File: src/rtl/wb_pkg.sv
// rtl/wb_pkg.sv - shared widths, source indices and holder entry type for the write-back arbiter
package wb_pkg;

    localparam int DATA_W   = 32;
    localparam int ADDR_W   = 5;
    localparam int LINK_REG = 31;
    localparam int NUM_REGS = 1 << ADDR_W;

    localparam int NUM_SRC  = 3;
    localparam int SRC_LNK  = 0;
    localparam int SRC_LD   = 1;
    localparam int SRC_ALU  = 2;

    typedef struct packed {
        logic              valid;
        logic [ADDR_W-1:0] addr;
        logic [DATA_W-1:0] data;
    } wb_entry_t;

    function automatic logic [NUM_REGS-1:0] addr_onehot(input logic [ADDR_W-1:0] a);
        return NUM_REGS'(1) << a;
    endfunction

endpackage

File: src/rtl/wb_age_matrix.sv
// rtl/wb_age_matrix.sv - age matrix picking the oldest valid holder
// r_age[i][j] = 1 means entry i is older than entry j; only meaningful while both are valid.
module wb_age_matrix
    import wb_pkg::*;
#(
    parameter int N = NUM_SRC
) (
    input  logic         i_clk,
    input  logic         i_rst,
    input  logic         i_flush,
    input  logic [N-1:0] i_accept,
    input  logic [N-1:0] i_drain,
    input  logic [N-1:0] i_valid,
    output logic [N-1:0] o_grant
);

    logic [N-1:0][N-1:0] r_age;
    logic [N-1:0]        w_oldest;

    always_comb begin
        for (int i = 0; i < N; i++) begin
            w_oldest[i] = i_valid[i];
            for (int j = 0; j < N; j++) begin
                w_oldest[i] = w_oldest[i] & (r_age[i][j] | (i == j) | !i_valid[j]);
            end
        end
    end

    assign o_grant = w_oldest;

    // Same-cycle accepts: lower index is older; a new entry is younger than anything held.
    always_ff @(posedge i_clk or posedge i_rst) begin
        if (i_rst) begin
            r_age <= '0;
        end else begin
            for (int i = 0; i < N; i++) begin
                for (int j = 0; j < N; j++) begin
                    if (i_flush || i == j)
                        r_age[i][j] <= 1'b0;
                    else if (i_accept[i] && i_accept[j])
                        r_age[i][j] <= (i < j);
                    else if (i_accept[i])
                        r_age[i][j] <= 1'b0;
                    else if (i_accept[j])
                        r_age[i][j] <= 1'b1;
                    else if (i_drain[i] || i_drain[j])
                        r_age[i][j] <= 1'b0;
                end
            end
        end
    end

endmodule

File: src/rtl/regfile_wb_arbiter.sv
// rtl/regfile_wb_arbiter.sv - oldest-first arbiter sharing the register-file write port
// Three one-entry holders (link, load, ALU) feed a registered write stage and a pending bitmap.
module regfile_wb_arbiter
    import wb_pkg::*;
(
    input  logic                i_clk,
    input  logic                i_rst,
    input  logic                i_flush,
    input  logic                i_alu_valid,
    input  logic [ADDR_W-1:0]   i_alu_addr,
    input  logic [DATA_W-1:0]   i_alu_data,
    output logic                o_alu_ready,
    input  logic                i_ld_valid,
    input  logic [ADDR_W-1:0]   i_ld_addr,
    input  logic [DATA_W-1:0]   i_ld_data,
    output logic                o_ld_ready,
    input  logic                i_lnk_valid,
    input  logic [DATA_W-1:0]   i_lnk_data,
    output logic                o_lnk_ready,
    output logic                o_wr_en,
    output logic [ADDR_W-1:0]   o_wr_addr,
    output logic [DATA_W-1:0]   o_wr_data,
    output logic [NUM_REGS-1:0] o_pending
);

    wb_entry_t r_hold [NUM_SRC];
    logic                r_wr_en;
    logic [ADDR_W-1:0]   r_wr_addr;
    logic [DATA_W-1:0]   r_wr_data;

    wb_entry_t           w_in [NUM_SRC];
    wb_entry_t           w_sel;
    logic [NUM_SRC-1:0]  w_hold_v;
    logic [NUM_SRC-1:0]  w_grant;
    logic [NUM_SRC-1:0]  w_ready;
    logic [NUM_SRC-1:0]  w_accept;
    logic [NUM_REGS-1:0] w_pending;

    always_comb begin
        w_in[SRC_LNK] = '{valid: i_lnk_valid, addr: ADDR_W'(LINK_REG), data: i_lnk_data};
        w_in[SRC_LD]  = '{valid: i_ld_valid,  addr: i_ld_addr,         data: i_ld_data};
        w_in[SRC_ALU] = '{valid: i_alu_valid, addr: i_alu_addr,        data: i_alu_data};
    end

    always_comb begin
        for (int i = 0; i < NUM_SRC; i++) begin
            w_hold_v[i] = r_hold[i].valid;
            w_ready[i]  = !r_hold[i].valid || w_grant[i];
            w_accept[i] = w_in[i].valid && w_ready[i];
        end
    end

    assign o_lnk_ready = w_ready[SRC_LNK];
    assign o_ld_ready  = w_ready[SRC_LD];
    assign o_alu_ready = w_ready[SRC_ALU];

    wb_age_matrix #(
        .N (NUM_SRC)
    ) u_age (
        .i_clk    (i_clk),
        .i_rst    (i_rst),
        .i_flush  (i_flush),
        .i_accept (w_accept),
        .i_drain  (w_grant),
        .i_valid  (w_hold_v),
        .o_grant  (w_grant)
    );

    always_comb begin
        w_sel = '0;
        for (int i = 0; i < NUM_SRC; i++) begin
            if (w_grant[i])
                w_sel = r_hold[i];
        end
    end

    // A granted R0 write still drains its holder, it just never raises wr_en.
    always_ff @(posedge i_clk or posedge i_rst) begin
        if (i_rst) begin
            for (int i = 0; i < NUM_SRC; i++)
                r_hold[i] <= '0;
            r_wr_en   <= 1'b0;
            r_wr_addr <= '0;
            r_wr_data <= '0;
        end else if (i_flush) begin
            for (int i = 0; i < NUM_SRC; i++)
                r_hold[i].valid <= 1'b0;
            r_wr_en <= 1'b0;
        end else begin
            for (int i = 0; i < NUM_SRC; i++) begin
                if (w_accept[i])
                    r_hold[i] <= w_in[i];
                else if (w_grant[i])
                    r_hold[i].valid <= 1'b0;
            end
            r_wr_en <= w_sel.valid && (w_sel.addr != '0);
            if (w_sel.valid) begin
                r_wr_addr <= w_sel.addr;
                r_wr_data <= w_sel.data;
            end
        end
    end

    always_comb begin
        w_pending = '0;
        for (int i = 0; i < NUM_SRC; i++) begin
            if (r_hold[i].valid)
                w_pending = w_pending | addr_onehot(r_hold[i].addr);
        end
        if (r_wr_en)
            w_pending = w_pending | addr_onehot(r_wr_addr);
        w_pending[0] = 1'b0;
    end

    assign o_wr_en   = r_wr_en;
    assign o_wr_addr = r_wr_addr;
    assign o_wr_data = r_wr_data;
    assign o_pending = w_pending;

endmodule

File: config.mk
export PLATFORM = sky130hd
export DESIGN_NAME = regfile_wb_arbiter
export DESIGN_NICKNAME = d
export VERILOG_FILES = /design/src/rtl/wb_pkg.sv /design/src/rtl/wb_age_matrix.sv /design/src/rtl/regfile_wb_arbiter.sv
export SDC_FILE = /design/constraint.sdc
export NUM_CORES = 1
export LEC_CHECK = 0
export CORE_UTILIZATION = 53
export DETAILED_ROUTE_END_ITERATION = 10
export GPL_ROUTABILITY_DRIVEN = 0
export PLACE_DENSITY_LB_ADDON = 0.2
export SKIP_LAST_GASP = 1
export SLEW_MARGIN = 15
export SYNTH_ARGS = -nofsm -noshare
export SYNTH_HDL_FRONTEND = slang
export SYNTH_SLANG_ARGS = --single-unit
File: constraint.sdc
create_clock -name i_clk -period 11.16 [get_ports i_clk]
set_input_delay 2.79 -clock i_clk [delete_from_list [all_inputs] [get_ports i_clk]]
set_output_delay 2.79 -clock i_clk [all_outputs]
set_load 0.01 [all_outputs]
==> results.toml <==
[power]
p_total_mw = 1.701
switching_share = 0.2773
p_int_mw = 1.229
powerDensity_nw_per_um2 = 175.7
clkPwrFrac = 0.329
pwr-share-seq = 0.444
combinationalPowerShare = 0.227
switching_power_uw = 471.7
leakage_nw = 4.082
ir_worst_vdd_mv = 0.1312

[worst_setup_path]
cp.depth = 5
crit_type = "reg -> out"
cpPeakStageDelay_ps = 940
crit_fanout = 8
reg2reg_slack_ps = 8390
crit_chain = "inv_2 -> nor3b_1 -> a22oi_1 -> nand2_1 -> clkdlybuf4s50_1"
crit_required_ps = 8370
crit_buf_inv = 2
r2r-start = "r_hold[113]"
slowest_stage = "nor3b_1"
endpoint = "o_pending[15]"
endpoint_kind = "output port"
r2r_end = "o_wr_data[31]"
cp_top_family = "simple AND/OR/NAND/NOR gates"
crit_start = "r_hold[75]"
ff2ff_path_depth = 6
cp_data_arrival_time_ps = 2860
start_kind = "flip-flop"

[timing]
worst_pin_slew_ps = 1167
slew_violations = 0
finalHoldViolations = 0
slew_headroom = 0.2201
hold_ws_ps = 481.9
fin_tns_setup_ps = 0
finalSetupViolations = 0
finalCritPeriodShare = 0.5060
finalCriticalPeriod_ps = 5647
clock.fmax_mhz = 177.1
rsz0062_at_grt = "false"
finClkSkew_ps = 10.40

[yosys]
synth.distinct_cells = 44
avgSynthCellArea_um2 = 11.10
synth_cells = 647
synth_top_area_share = 0.5364
syn_nets = 759
ys_seq_area_frac = 0.5364
synth_area_um2 = 7184
yosysWarnings = 0
synth_top_area_cell = "dfrtp_1"
ys_ff_latch = 154
synth_top_cells_by_area = "dfrtp_1 54%, mux2_2 17%, nand2_1 5.9%"

[clocking]
htreeDepth = 4
clk_latency_ps = 420
hold_buffers = 0
cts_root_buffer = "clkbuf_16"
clkTransAtPathRegs_ps = 60
cts_buffers = 17
cts_tree = "done"
postCtsSetupRepairBufs = 0
cts_resized = 0
cts_max_path_buffers = 2
numClockSinks = 154

[floorplan]
die_w_um = 118.4
fp.dieArea_um2 = 14020
start_util = 0.5425
dieHeight_um = 118.4
rows = 42
num_io_pins = 185
core_area_um2 = 13240

[place]
place_area_um2 = 9106
io_buffers = 183
dpl.hpwl_um = 12140

[grt]
grt_pass1_wl_um = 30730
grt_max_degree = 84
grt_util_all_layers = 0.2837
antenna_found_initial = 0
grt_overflow_total = 0
grt_pass1_vias = 6059

[detailed_routing]
postRouteWirelength_um = 18870
wire_per_inst_um = 18.98
drt_iter0_drc = 582
drc = 0
ant_nets = 0
routed_via_density = 5.996
drt_first_pass_iters = 5
vias = 5960

[cells_and_area]
drive_gt1_frac = 0.1822
finalInstanceArea_um2 = 9678
syn_to_final_growth_pct = 34.71
final_nets = 919
diodes = 0

[run]
drv_cap = 0

[hold_path]
hp-class = "reg -> reg"

[outcome]
outcome = "complete, no violations"
## layout make-up
| cell class | count | area (um2) |
|---|---|---|
| sequential | 154 | 3854 |
| fill | 920 | 3565 |
| multi-input combinational | 438 | 3124 |
| timing repair buffer | 189 | 1877 |
| clock buffer | 24 | 481.7 |
| tap | 176 | 220.2 |
| clock inverter | 6 | 90.09 |
| inverter | 7 | 31.28 |
## worst min-delay path by stage
stage	cells past startpoint	slack (ps)	end	from
2_1_floorplan	2	460	u_age.r_age[1]	u_age.r_age[1]
3_3_place_gp	2	460	o_wr_data[19]	o_wr_data[19]
3_5_place_dp	2	470	o_wr_data[19]	o_wr_data[19]
4_1_cts	2	490	o_wr_data[7]	o_wr_data[7]
5_1_grt	2	510	o_wr_data[7]	o_wr_data[7]
6_report	2	480	o_wr_data[19]	o_wr_data[19]
## cells by family (layout without fill, tap and decap cells)
logic type,after synthesis,count (layout),synth area share
DFF,154,154,0.5364
and+or+nand+nor,208,208,0.1296
buffers and inverters,55,226,0.03431
AOI/OAI and AO/OA,123,123,0.1331
muxes,106,106,0.1661
other,1,1,0.0005220
## cells in the mapped netlist, drive strengths merged
cell type and number:
nor2 46, nor3 7, o31ai 34, a311oi 2
nand2b 4, a22oi 30, a221oi 32, and3 7
conb 1, inv 7, or2 1, a31o 2
o2bb2ai 2, a21oi 7, mux2 106, a211oi 1
buf 20, o22a 1, nand3 5, and3b 5
nand4 1, nand2 112, clkbuf 28, and2 1
nor3b 13, nand3b 1, nor2b 4, o221ai 1
a21boi 1, o21ai 5, a2111oi 2, a41oi 1
or3 1, dfrtp 154, a222oi 2
## through the flow
| stage | cells | util | setup WS, ps |
|---|---|---|---|
| 2_1_floorplan | 647 | - | 4220 |
| 3_3_place_gp | 964 | 0.6876 | 6098 |
| 3_5_place_dp | 964 | 0.6876 | 6024 |
| 4_1_cts | 994 | 0.7308 | 5607 |
| 5_1_grt | 994 | 0.7308 | 5360 |
| 6_report | 994 | 0.7308 | 5513 |
## routing by layer
layer | track usage | routed length, um
met4 | 0.1400 | 590
met1 | 0.3601 | 7563
met3 | 0.07963 | 1586
met5 | 0 | 0
met2 | 0.4482 | 9126
## power by group through the flow
stage / clock network, mW / logic, mW / registers [mW]
after floorplan: 0 / 0.212 / 0.742
after global placement: 0 / 0.373 / 0.753
after detailed placement: 0 / 0.384 / 0.760
after CTS: 0.569 / 0.387 / 0.753
after global routing: 0.596 / 0.418 / 0.768
final: 0.560 / 0.385 / 0.756
## layout by cell type (no fill, tap or decap), types with 3 or more instances in the layout
master / count
and3b_1: 5
a221oi_1: 32
clkbuf_8: 3
clkdlybuf4s50_1: 183
nand3_1: 5
a22oi_1: 30
o21ai_0: 3
mux2_2: 106
nand2_1: 112
clkbuf_1: 4
clkbuf_16: 17
nor3b_1: 12
nand2b_1: 3
nor2_1: 45
nor3_1: 6
buf_4: 6
o31ai_1: 34
a21oi_1: 7
and3_1: 7
nor2b_1: 4
inv_1: 5
dfrtp_1: 154
## tightest hold or removal path, stage by stage (launching register included)
cell	delay, ps
dfrtp_1	340
nand2_1	50
o31ai_1	50
## sequential cells by signal (all words and copies together), names as in the netlist
| signal | cells |
|---|---|
| o_wr_data | 32 |
| o_wr_addr | 5 |
| u_age.r_age | 6 |
| o_wr_en | 1 |
| r_hold | 110 |
No activity file was read; power rests on OpenSTA's default activity.
